<file path="config.mk">
export PLATFORM = sky130hd
export DESIGN_NAME = decoder_n_to_2n_seq
export DESIGN_NICKNAME = d
export VERILOG_FILES = /design/src/rtl/decoder_pkg.sv /design/src/rtl/onehot_dec.sv /design/src/rtl/decoder_n_to_2n_seq.sv
export SDC_FILE = /design/constraint.sdc
export NUM_CORES = 1
export LEC_CHECK = 0
export BUFFER_PORTS_ARGS = -buffer_cell sky130_fd_sc_hd__buf_2
export CORE_UTILIZATION = 55
export DETAILED_ROUTE_END_ITERATION = 6
export GPL_ROUTABILITY_DRIVEN = 0
export PLACE_DENSITY = 0.8
export REMOVE_ABC_BUFFERS = 1
export SETUP_SLACK_MARGIN = 0.15
export SLEW_MARGIN = 30
export SYNTH_ARGS = -nofsm -noshare
export SYNTH_HDL_FRONTEND = slang
export SYNTH_SLANG_ARGS = --single-unit
</file>
<file path="constraint.sdc">
create_clock -name clk -period 2.6 [get_ports clk]
set_input_delay 0 -clock clk [delete_from_list [all_inputs] [get_ports clk]]
set_output_delay 0 -clock clk [all_outputs]
set_load 0.005 [all_outputs]
</file>
<file path="src/rtl/decoder_pkg.sv">
// Shared constants for the registered N-to-2^N decoder: FSM encodings and mode values.
package decoder_pkg;
    localparam logic [1:0] ST_IDLE   = 2'd0;
    localparam logic [1:0] ST_DIRECT = 2'd1;
    localparam logic [1:0] ST_SCAN   = 2'd2;

    localparam logic MODE_DIRECT = 1'b0;
    localparam logic MODE_SCAN   = 1'b1;
endpackage

</file>
<file path="src/rtl/onehot_dec.sv">
// Purely combinational N -> 2^N binary-to-one-hot decoder.
module onehot_dec #(
    parameter int N = 3
) (
    input  logic [N-1:0]    idx,
    output logic [2**N-1:0] onehot
);
    always_comb begin
        onehot      = '0;
        onehot[idx] = 1'b1;
    end
endmodule

</file>
<file path="src/rtl/decoder_n_to_2n_seq.sv">
// Registered N-to-2^N one-hot decoder with direct (handshaked) and scan (dwell-timed walk) modes.
// Define DECODER_OUT_INVERT_EN to drive Y one-cold (inverted) for common-anode loads.
module decoder_n_to_2n_seq
    import decoder_pkg::*;
#(
    parameter int N       = 3,
    parameter int DWELL_W = 8
) (
    input  logic               clk,
    input  logic               rst_n,
    input  logic               en,
    input  logic               mode,
    input  logic               sel_valid,
    output logic               sel_ready,
    input  logic [N-1:0]       sel,
    input  logic [DWELL_W-1:0] dwell,
    output logic [2**N-1:0]    Y,
    output logic               y_valid,
    output logic [N-1:0]       scan_idx,
    output logic               wrap
);
    localparam int W = 2**N;

    logic [1:0]         state_q, state_d;
    logic [W-1:0]       y_q, y_d;
    logic               y_valid_q, y_valid_d;
    logic [N-1:0]       scan_idx_q, scan_idx_d;
    logic               wrap_q, wrap_d;
    logic [DWELL_W-1:0] dwell_cnt_q, dwell_cnt_d;
    logic               y_load, y_clr;
    logic [N-1:0]       dec_idx;
    logic [W-1:0]       dec_onehot;

    assign sel_ready = en & (mode == MODE_DIRECT) & (state_q == ST_DIRECT);

    always_comb begin
        state_d     = state_q;
        y_valid_d   = y_valid_q;
        scan_idx_d  = scan_idx_q;
        dwell_cnt_d = dwell_cnt_q;
        wrap_d      = 1'b0;
        y_load      = 1'b0;
        y_clr       = 1'b0;
        dec_idx     = sel;
        if (!en) begin
            state_d   = ST_IDLE;
            y_valid_d = 1'b0;
            y_clr     = 1'b1;
        end else if (mode == MODE_SCAN) begin
            state_d   = ST_SCAN;
            y_valid_d = 1'b1;
            y_load    = 1'b1;
            if (state_q != ST_SCAN) begin
                scan_idx_d  = '0;
                dwell_cnt_d = '0;
            end else if (dwell_cnt_q == dwell) begin
                // dwell is compared live; lowering it below the count wraps the counter
                dwell_cnt_d = '0;
                scan_idx_d  = scan_idx_q + 1'b1;
                wrap_d      = &scan_idx_q;
            end else begin
                dwell_cnt_d = dwell_cnt_q + 1'b1;
            end
            dec_idx = scan_idx_d;
        end else begin
            state_d = ST_DIRECT;
            if (state_q != ST_DIRECT) begin
                y_valid_d = 1'b0;
                y_clr     = 1'b1;
            end else if (sel_valid) begin
                y_valid_d = 1'b1;
                y_load    = 1'b1;
            end
        end
    end

    onehot_dec #(.N(N)) u_dec (
        .idx    (dec_idx),
        .onehot (dec_onehot)
    );

    // Kept apart from the FSM block so the decoder sits outside any comb loop.
    always_comb begin
        y_d = y_q;
        if (y_clr)
            y_d = '0;
        else if (y_load)
            y_d = dec_onehot;
    end

    always_ff @(posedge clk or negedge rst_n) begin
        if (!rst_n) begin
            state_q     <= ST_IDLE;
            y_q         <= '0;
            y_valid_q   <= 1'b0;
            scan_idx_q  <= '0;
            wrap_q      <= 1'b0;
            dwell_cnt_q <= '0;
        end else begin
            state_q     <= state_d;
            y_q         <= y_d;
            y_valid_q   <= y_valid_d;
            scan_idx_q  <= scan_idx_d;
            wrap_q      <= wrap_d;
            dwell_cnt_q <= dwell_cnt_d;
        end
    end

`ifdef DECODER_OUT_INVERT_EN
    assign Y = ~y_q;
`else
    assign Y = y_q;
`endif
    assign y_valid  = y_valid_q;
    assign scan_idx = scan_idx_q;
    assign wrap     = wrap_q;
endmodule

</file>
==> key figures, run 1 <==
Power and ir drop
  • VDD IR-drop max: 0.000275 V
  • P_sw: 150 µW
  • Int Pwr: 456 µW
  • Combinational share of power: 0.115
  • Clk network pwr share: 0.275
  • Seq pwr share: 0.611
  • Switch share: 0.248
  • Power Dens Cells: 437 nW/µm²
  • Leakage power: 0.000688 µW

Critical path
  • Crit path DAT: 2410 ps
  • Worst Setup End Kind: register
  • CP delay by family, top: simple AND/OR/NAND/NOR gates
  • CP Depth: 8
  • CP startpoint kind: input pin
  • WP buf/inv: 3
  • Worst path slowest cell: nor2_1
  • CP Class: input pin to register
  • Crit path max fanout: 13
  • CP cell instances: dlygate4sd3_1 > buf_2 > nand2_1 > inv_1 > nand3b_1 > nor2_1 > a21o_1 > a22o_1
  • Worst Path Required: 2860 ps
  • R2r worst-path depth: 6
  • Slowest stage delay, CP: 580 ps

Synthesis
  • Async SR Flop Fraction: 1.00
  • Main synth FF type: dfrtp_1
  • Number of synthesized register bits: 23
  • Post-Synthesis Cells: 108
  • Synthesized area per cell: 10.8 µm²
  • Register area share after synthesis: 0.494
  • Area share of the largest cell type after synthesis: 0.494
  • Mapped Area: 1170 µm²
  • Ys Warns: 0
  • Synth unique cells: 29
  • Top post-synthesis cells by area: dfrtp_1, xnor2_1, a32o_1
  • Number of synthesized flops with an enable pin: 0
  • Yosys top cell by area: dfrtp_1

Global route
  • Number of global-route vias before repair: 831
  • Largest net degree at the start of global routing: 24
  • Grt ovf: 0
  • GRT Total Usage: 0.237
  • Antenna violations before repair: 0
  • Global-route wire length before repair: 3660 µm

Clock network
  • # H-tree levels: 1
  • Clk sink count: 23
  • Max clock buf depth: 2
  • Worst-skew pair later-pin latency: 320 ps
  • Number of CTS-inserted buffers: 3
  • Root buffer cell: clkbuf_4
  • CTS tree: yes
  • Clk slew on worst S/H paths: 120 ps
  • Post-CTS resize count: 0

Timing
  • Skew final: 1.60 ps
  • Final hold slack: 28.6 ps
  • Final period utilization: 0.827
  • Final-report hold violation count: 0
  • Unrepaired setup endpoints after global routing: false
  • Slew margin rel.: 0.594
  • Setup TNS Final: 0 ps
  • Slew @ Worst Pin: 607 ps
  • Final Setup Violations: 0
  • Fin worst setup slack: 450 ps
  • Final period demand of the worst path: 2150 ps
  • Final max-slew violation count: 0
  • Max Clk Rate: 0.465 GHz

Route
  • DRT Wirelength: 2340 µm
  • Via/cell ratio: 5.75
  • DRC: 0
  • Initial DRC Count: 14
  • 1st-pass router iterations: 4
  • Final ANT Viol Nets: 0
  • Vias post-DR: 966
  • Routed WL per cell: 13.9 µm

Place
  • HPWL Detailed: 1720 µm
  • Placed cell area: 1330 µm²
  • # port buffers: 29
  • Place WS: 730 ps

Min path
  • Hold Path Stages: 3
  • Type of the tightest min-delay check: input pin to register

Floorplan
  • Die height: 48.0 µm
  • # IOs: 30
  • Core area: 1980 µm²
  • Starting Density: 0.588
  • Num rows: 16
  • Die Span X: 48.0 µm
  • Die area: 2310 µm²

Layout
  • Final Cell Area: 1390 µm²
  • Area grow syn2layout: 19.2%
  • Layout cell share with drive strength beyond 1: 0.262
  • Final Net Count: 161
  • Antenna Cells: 0

Status
  • Status: complete, no violations

Run
  • Max cap viols: 0
## tightest hold or removal path, stage by stage
cell and delay [ps]:
buf_2 110, o21ai_0 130, nand2_1 80
## registers in the layout, summed over array words and instances, names as in the netlist
register and cells:
Y 8, wrap 1, y_valid 1, state_q 2, scan_idx 3, dwell_cnt_q 8
## routing by layer
layer | vias up | routed length, µm | GRT usage
li1 | 466 | - | -
met1 | 473 | 1140 | 0.311
met2 | 22 | 1080 | 0.365
met3 | 5 | 87 | 0.0792
met4 | 0 | 35 | 0.0833
met5 | - | 0 | 0
## final timing paths
path                       slack, ps             end           start
setup / recovery                 450  dwell_cnt_q[4]            mode
max in group asynchronous       2100            Y[2]           rst_n
min in group asynchronous        170  dwell_cnt_q[6]           rst_n
hold / removal                    30         y_valid              en
hold reg to reg                  490         y_valid         y_valid
setup reg to reg                 700            Y[7]  dwell_cnt_q[1]
## stage by stage
stage	power [µW]	instances	utilization
6_report	607	168	0.701
5_1_grt	636	168	0.701
4_1_cts	613	168	0.701
3_5_place_dp	444	161	0.673
3_3_place_gp	442	161	0.673
2_1_floorplan	412	105	-
## synthesized netlist by cell type (all sizes together) (2+ instances only)
master  instances
dfrtp          23
xnor2          10
nand2           9
a32o            8
o21ai           8
a22o            6
nor2            6
nand3           4
nor3            4
clkbuf          3
ha              3
inv             3
o21a            3
and3            2
and3b           2
mux2i           2
nand4           2
nor2b           2
## kinds of logic (layout without fill, tap and decap cells)
family                   count (synthesis)  in the layout  share of synthesized area
adder cells (fa/ha/maj)                  3              3                     0.0322
flip-flops                              23             23                      0.494
multiplexers                             3              3                     0.0268
XOR/XNOR                                11             11                     0.0826
AO/OA/AOI/OAI                           29             29                      0.196
buffers and inverters                    6             39                     0.0193
AND/OR/NAND/NOR                         33             33                      0.149
## timing repair
item,in CTS,in global routing
buffers inserted,0,0
hold endpoints to repair,24,0
hold buffers,3,0
## power by group through the flow
stage,registers [µW],logic (µW),clock network [µW]
floorplan,377,34.3,0
global placement,377,64.8,0
detailed placement,378,66.4,0
CTS,371,70.2,172
global route,372,77.7,187
finish,371,69.7,167
## cell usage in the layout, fill, tap and decap left out, types with 3 or more instances in the layout
cell,synthesis,final
buf_2,0,29
a32o_1,8,8
dlygate4sd3_1,0,3
nand2_1,9,9
o21a_1,3,3
a22o_1,6,6
ha_1,3,3
xnor2_1,10,10
inv_1,3,3
nor3_1,4,4
o21ai_0,6,6
nand3_1,4,4
clkbuf_4,0,3
dfrtp_1,23,23
nor2_1,5,5
## layout make-up
| cell class | instances | area (µm²) |
|---|---|---|
| clock buffers | 4 | 26.3 |
| repair buffers | 32 | 175 |
| fillers | 159 | 592 |
| flip-flops and latches | 23 | 576 |
| multi-input cells | 79 | 568 |
| well taps | 27 | 33.8 |
| inverters | 3 | 11.3 |
Power figures use the tool's default switching activity.
==> inputs of run 2 (changes only) <==
--- a/config.mk
+++ b/config.mk
@@ -6,10 +6,10 @@
 export NUM_CORES = 1
 export LEC_CHECK = 0
 export BUFFER_PORTS_ARGS = -buffer_cell sky130_fd_sc_hd__buf_2
-export CORE_UTILIZATION = 55
+export CORE_UTILIZATION = 51
 export DETAILED_ROUTE_END_ITERATION = 6
 export GPL_ROUTABILITY_DRIVEN = 0
-export PLACE_DENSITY = 0.8
+export PLACE_DENSITY = 0.75
 export REMOVE_ABC_BUFFERS = 1
 export SETUP_SLACK_MARGIN = 0.15
 export SLEW_MARGIN = 30
==> constraint.sdc (replaced) <==
create_clock -name clk -period 2.2 [get_ports clk]
set_input_delay 0 -clock clk [delete_from_list [all_inputs] [get_ports clk]]
set_output_delay 0 -clock clk [all_outputs]
set_load 0.005 [all_outputs]
==> key figures, run 2 (synthesized netlist as in run 1, its figures left out) <==
Clock network
  • Root buffer cell: clkbuf_4 (unchanged)
  • Max clock buf depth: 2 (unchanged)
  • # H-tree levels: 1 (unchanged)
  • Worst-skew pair later-pin latency: 300 ps (was 320 ps)
  • CTS tree: yes (unchanged)
  • Number of CTS-inserted buffers: 3 (unchanged)
  • Post-CTS resize count: 0 (unchanged)
  • Clk slew on worst S/H paths: 130 ps (was 120 ps)
  • Clk sink count: 23 (unchanged)

Power and ir drop
  • Leakage power: 0.000722 µW (was 0.000688 µW)
  • Int Pwr: 540 µW (was 456 µW)
  • Switch share: 0.251 (was 0.248)
  • Power Dens Cells: 496 nW/µm² (was 437 nW/µm²)
  • Combinational share of power: 0.120 (was 0.115)
  • P_sw: 181 µW (was 150 µW)
  • VDD IR-drop max: 0.000421 V (was 0.000275 V)
  • Seq pwr share: 0.609 (was 0.611)
  • Clk network pwr share: 0.271 (was 0.275)

Critical path
  • Worst Setup End Kind: register (unchanged)
  • Slowest stage delay, CP: 460 ps (was 580 ps)
  • Worst path slowest cell: dfrtp_1 (was nor2_1)
  • Worst Path Required: 2450 ps (was 2860 ps)
  • R2r setup slk: 340 ps (was 700 ps)
  • R2R Path End: Y[3] (was Y[7])
  • WP buf/inv: 1 (was 3)
  • R2R Path Start: dwell_cnt_q[0] (was dwell_cnt_q[1])
  • CP cell instances: xnor2_1 > nand4_1 > nor2_4 > buf_12 > mux2i_1 > o21a_1 > a32o_1 (was dlygate4sd3_1 > buf_2 > nand2_1 > inv_1 > nand3b_1 > nor2_1 > a21o_1 > a22o_1)
  • Crit path max fanout: 7 (was 13)
  • R2r worst-path depth: 7 (was 6)
  • CP delay by family, top: flip-flops (was simple AND/OR/NAND/NOR gates)
  • CP Class: register to register (was input pin to register)
  • CP startpoint kind: register (was input pin)
  • Crit path DAT: 2100 ps (was 2410 ps)

Route
  • Final ANT Viol Nets: 0 (unchanged)
  • Routed WL per cell: 14.0 µm (was 13.9 µm)
  • DRT Wirelength: 2430 µm (was 2340 µm)
  • Via/cell ratio: 5.67 (was 5.75)
  • DRC: 0 (unchanged)
  • Vias post-DR: 987 (was 966)
  • 1st-pass router iterations: 4 (unchanged)
  • Initial DRC Count: 21 (was 14)

Layout
  • Non-filler cells, final: 174 (was 168)
  • Fill count: 163 (was 159)
  • Area grow syn2layout: 24.5% (was 19.2%)
  • Final core occ: 0.704 (was 0.701)
  • Leading cell type in the layout, fill and taps excluded: buf_2 (unchanged)
  • Commonest non-fill, non-tap cells in the layout: buf_2, dfrtp_1, xnor2_1, nand2_1, a32o_1 (unchanged)
  • Layout cell share with drive strength beyond 1: 0.293 (was 0.262)
  • Final Net Count: 167 (was 161)
  • Antenna Cells: 0 (unchanged)

Global route
  • GRT Total Usage: 0.223 (was 0.237)
  • Number of global-route vias before repair: 929 (was 831)
  • Antenna violations before repair: 0 (unchanged)
  • Grt ovf: 0 (unchanged)
  • Global-route wire length before repair: 4150 µm (was 3660 µm)
  • Largest net degree at the start of global routing: 24 (unchanged)

Place
  • # placed instances: 164 (was 161)
  • # port buffers: 29 (unchanged)
  • HPWL Detailed: 1760 µm (was 1720 µm)

Floorplan
  • Num rows: 16 (unchanged)
  • Starting Density: 0.566 (was 0.588)
  • Die area: 2480 µm² (was 2310 µm²)
  • Die Span X: 49.8 µm (was 48.0 µm)
  • Die height: 49.8 µm (was 48.0 µm)
  • # IOs: 30 (unchanged)
  • Core area: 2060 µm² (was 1980 µm²)

Timing
  • Final period utilization: 0.843
  • Skew final: 1.58 ps (was 1.60 ps)
  • Final Setup Violations: 0 (unchanged)
  • Max Clk Rate: 0.539 GHz
  • Slew @ Worst Pin: 578 ps (was 607 ps)
  • Final period demand of the worst path: 1860 ps
  • Setup TNS Final: 0 ps (unchanged)
  • Slew margin rel.: 0.614 (was 0.594)
  • Unrepaired setup endpoints after global routing: false (unchanged)
  • Final-report hold violation count: 0 (unchanged)
  • Final max-slew violation count: 0 (unchanged)

Run
  • Max cap viols: 0 (unchanged)

Min path
  • Type of the tightest min-delay check: input pin to register (unchanged)
  • Min-delay src: sel_valid (was en)
  • Hold Path Stages: 4 (was 3)
  • Worst min-delay path endpoint: y_valid (unchanged)

Status
  • Status: complete, no violations (unchanged)
## run 2: cell count changes in the layout (fill, tap and decap cells not counted), sizes merged
cell	change
clkbuf	-1
buf	+5
clkinv	+1
dlygate4sd3	+1
## run 2: cell type report
cell class | count | area, µm² | area share
Timing Repair Buffer | 38 | 235 | 0.162
Tap cell | 27 | 33.8 | 0.0233
Multi-Input combinational cell | 79 | 568 | 0.391
Clock inverter | 1 | 5.00 | 0.00345
Sequential cell | 23 | 576 | 0.397
Clock buffer | 3 | 22.5 | 0.0155
Inverter | 3 | 11.3 | 0.00776
## run 2: tightest hold or removal path, stage by stage
cell	delay [ps]
buf_2	80
nor2b_1	120
nand2_1	100
nand2_1	50
## run 2: per-layer routing
metal  up-vias  part of all wire  GRT usage
met3         4             0.042     0.0340
met4         0             0.015      0.114
met1       477              0.48      0.305
met2        28              0.46      0.340
met5         -                 0          0
li1        478                 -          -
## run 2: what timing repair did
| action | 4_1_cts | 5_1_grt |
|---|---|---|
| setup buffers | 0 | 2 |
| endpoints found under the setup margin | 0 | 6 |
| endpoints found under the hold margin | 25 | 0 |
| hold buffers | 4 | 0 |
## run 2: per-stage QoR
step / hold slack [ps] / power [µW] / setup slack, ps / area [µm²]
after CTS: 56.4 / 723 / 266 / 1420
final: 62.3 / 721 / 345 / 1450
after global routing: 69.9 / 758 / 228 / 1450
after detailed placement: 0.0270 / 527 / 284 / 1360
after global placement: -3.63 / 525 / 389 / 1360
after floorplan: -296 / 486 / 514 / 1150
## run 2: power by group through the flow
stage / clock network [µW] / registers, µW / logic (µW)
CTS: 198 / 438 / 86.5
floorplan: 0 / 446 / 40.5
finish: 196 / 439 / 86.4
global placement: 0 / 446 / 78.9
global route: 222 / 440 / 96.4
detailed placement: 0 / 447 / 80.7
## run 2: worst max path at each step
| stage | start | endpoint | slack (ps) | cells after the start |
|---|---|---|---|---|
| global route | dwell_cnt_q[3] | Y[7] | 230 | 7 |
| global placement | dwell_cnt_q[0] | Y[3] | 390 | 6 |
| finish | dwell_cnt_q[0] | Y[3] | 340 | 7 |
| detailed placement | dwell_cnt_q[1] | Y[3] | 280 | 6 |
| CTS | dwell_cnt_q[1] | Y[3] | 270 | 6 |
| floorplan | dwell_cnt_q[0] | Y[3] | 510 | 6 |
==> inputs of run 3 (changes only) <==
--- a/config.mk
+++ b/config.mk
@@ -6,10 +6,10 @@
 export NUM_CORES = 1
 export LEC_CHECK = 0
 export BUFFER_PORTS_ARGS = -buffer_cell sky130_fd_sc_hd__buf_2
-export CORE_UTILIZATION = 51
+export CORE_UTILIZATION = 46
 export DETAILED_ROUTE_END_ITERATION = 6
 export GPL_ROUTABILITY_DRIVEN = 0
-export PLACE_DENSITY = 0.75
+export PLACE_DENSITY = 0.72
 export REMOVE_ABC_BUFFERS = 1
 export SETUP_SLACK_MARGIN = 0.15
 export SLEW_MARGIN = 30
==> constraint.sdc (replaced) <==
create_clock -name clk -period 1.55 [get_ports clk]
set_input_delay 0 -clock clk [delete_from_list [all_inputs] [get_ports clk]]
set_output_delay 0 -clock clk [all_outputs]
set_load 0.005 [all_outputs]
==> key figures, run 3 (synthesized netlist as in run 1, its figures left out) <==
Power and ir drop
  • Total power: 1050 µW (was 721 µW)
  • Switch share: 0.258 (was 0.251)
  • Leakage power: 0.000821 µW (was 0.000722 µW)
  • P_sw: 270 µW (was 181 µW)
  • Int Pwr: 777 µW (was 540 µW)
  • Clk network pwr share: 0.275 (was 0.271)
  • VDD IR-drop max: 0.000462 V (was 0.000421 V)
  • Seq pwr share: 0.592 (was 0.609)
  • Power Dens Cells: 651 nW/µm² (was 496 nW/µm²)
  • Combinational share of power: 0.133 (was 0.120)

Floorplan
  • Starting Density: 0.508 (was 0.566)
  • Core area: 2300 µm² (was 2060 µm²)
  • # IOs: 30 (unchanged)
  • Die height: 52.4 µm (was 49.8 µm)
  • Num rows: 17 (was 16)
  • Die Span X: 52.4 µm (was 49.8 µm)
  • Die area: 2740 µm² (was 2480 µm²)

Layout
  • Commonest non-fill, non-tap cells in the layout: buf_2, dfrtp_1, buf_4, xnor2_1, nand2_1 (was buf_2, dfrtp_1, xnor2_1, nand2_1, a32o_1)
  • Antenna Cells: 0 (unchanged)
  • Final core occ: 0.700 (was 0.704)
  • Leading cell type in the layout, fill and taps excluded: buf_2 (unchanged)
  • Area grow syn2layout: 38.0% (was 24.5%)
  • Final Net Count: 185 (was 167)
  • Layout cell share with drive strength beyond 1: 0.424 (was 0.293)

Clock network
  • Clk slew on worst S/H paths: 130 ps (about the same)
  • Worst-skew pair later-pin latency: 320 ps (was 300 ps)
  • # H-tree levels: 1 (unchanged)
  • CTS tree: yes (unchanged)
  • Clk sink count: 23 (unchanged)
  • Number of CTS-inserted buffers: 3 (unchanged)
  • Root buffer cell: clkbuf_4 (unchanged)
  • Max clock buf depth: 2 (unchanged)

Route
  • 1st-pass router iterations: 4 (unchanged)
  • Vias post-DR: 1071 (was 987)
  • Initial DRC Count: 18 (was 21)
  • DRC: 0 (unchanged)
  • Via/cell ratio: 5.55 (was 5.67)
  • Final ANT Viol Nets: 0 (unchanged)
  • DRT Wirelength: 2640 µm (was 2430 µm)
  • Routed WL per cell: 13.7 µm (was 14.0 µm)

Place
  • # port buffers: 29 (unchanged)
  • HPWL Detailed: 1920 µm (was 1760 µm)
  • Place WS: -217 ps (was 284 ps)

Status
  • Status: finished, violations left (was complete, no violations)
  • Failing checks: negative setup slack

Min path
  • Type of the tightest min-delay check: input pin to register (unchanged)
  • Hold Path Stages: 5 (was 4)

Timing
  • Skew final: 5.46 ps (was 1.58 ps)
  • Final-report hold violation count: 0 (unchanged)
  • Max Clk Rate: 0.555 GHz (was 0.539 GHz)
  • Final period utilization: 1.16 (was 0.843)
  • Slew margin rel.: 0.667 (was 0.614)
  • Unrepaired setup endpoints after global routing: true (was false)
  • Final period demand of the worst path: 1800 ps (was 1860 ps)
  • Slew @ Worst Pin: 499 ps (was 578 ps)
  • Fin worst setup slack: -253 ps (was 345 ps)
  • Final Setup Violations: 18 (was 0)
  • Final max-slew violation count: 0 (unchanged)

Critical path
  • Crit path max fanout: 4 (was 7)
  • CP Class: register to register (unchanged)
  • R2r worst-path depth: 6 (was 7)
  • Crit path DAT: 2020 ps (was 2100 ps)
  • CP startpoint kind: register (unchanged)
  • Worst Setup End Kind: register (unchanged)
  • Worst Path Required: 1770 ps (was 2450 ps)

Global route
  • GRT Total Usage: 0.226 (was 0.223)
  • Grt ovf: 0 (unchanged)
  • Global-route wire length before repair: 4510 µm (was 4150 µm)
  • Largest net degree at the start of global routing: 24 (unchanged)
  • Number of global-route vias before repair: 1037 (was 929)
  • Antenna violations before repair: 0 (unchanged)

Run
  • Max cap viols: 0 (unchanged)
## run 3: cell types whose count changed in the layout (fill, tap and decap cells not counted), moves of 2 or more
cell / before / now
mux2i_1: 2 / 0
o21a_2: 0 / 2
mux2i_2: 0 / 2
o21a_1: 3 / 1
buf_4: 4 / 22
## run 3: power by group through the flow
stage               Sequential (µW)  Clock (µW)  Combinational, µW
finish                          620         288                139
floorplan                       633           0               57.5
detailed placement              632           0                125
CTS                             620         294                136
global route                    622         313                155
global placement                631           0                122
## run 3: worst max-delay path: stages, from the launching register on
cell and delay [ps]:
dfrtp_1 420, xnor2_1 170, nand4_1 220, nor2_4 220
mux2i_2 300, o21ai_2 110, a32o_1 260
## run 3: repair_timing
item,CTS,global route
setup buffers,3,2
endpoints found under the hold margin,25,0
setup endpoints to repair,19,20
cloned,0,0
pin swaps,7,8
resized for setup,6,5
hold buffers,4,0
## run 3: area by class of cell
type	instances	area (µm²)
sequential	23	576
timing repair buffer	56	362
inverter	3	11.3
tap	28	35.0
fill	178	688
clock inverter	1	5.00
multi-input combinational	79	598
clock buffer	3	22.5
## run 3: final timing paths
| kind | slack (ps) | endpoint | from |
|---|---|---|---|
| max | -250 | Y[7] | dwell_cnt_q[5] |
| min | 100 | y_valid | sel_valid |
| max reg2reg | -250 | Y[7] | dwell_cnt_q[5] |
| min reg2reg | 510 | Y[5] | Y[5] |
| max in group asynchronous | 1050 | Y[0] | rst_n |
| min in group asynchronous | 160 | dwell_cnt_q[6] | rst_n |
## run 3: layer usage
layer / global-route usage / vias up / wire [µm]
met5: 0 / - / 0
met4: 0.0877 / 0 / 40
li1: - / 515 / -
met1: 0.286 / 519 / 1160
met3: 0.0261 / 5 / 113
met2: 0.388 / 32 / 1330
## run 3: per-stage QoR
step | instances | setup TNS (ps) | hold slack [ps] | instance area (µm²)
2_1_floorplan | 105 | -982 | -296 | 1150
3_3_place_gp | 180 | -1520 | -3.27 | 1470
3_5_place_dp | 180 | -2690 | 8.79 | 1470
4_1_cts | 191 | -3270 | 103 | 1580
5_1_grt | 193 | -4940 | 131 | 1610
6_report | 193 | -3450 | 103 | 1610
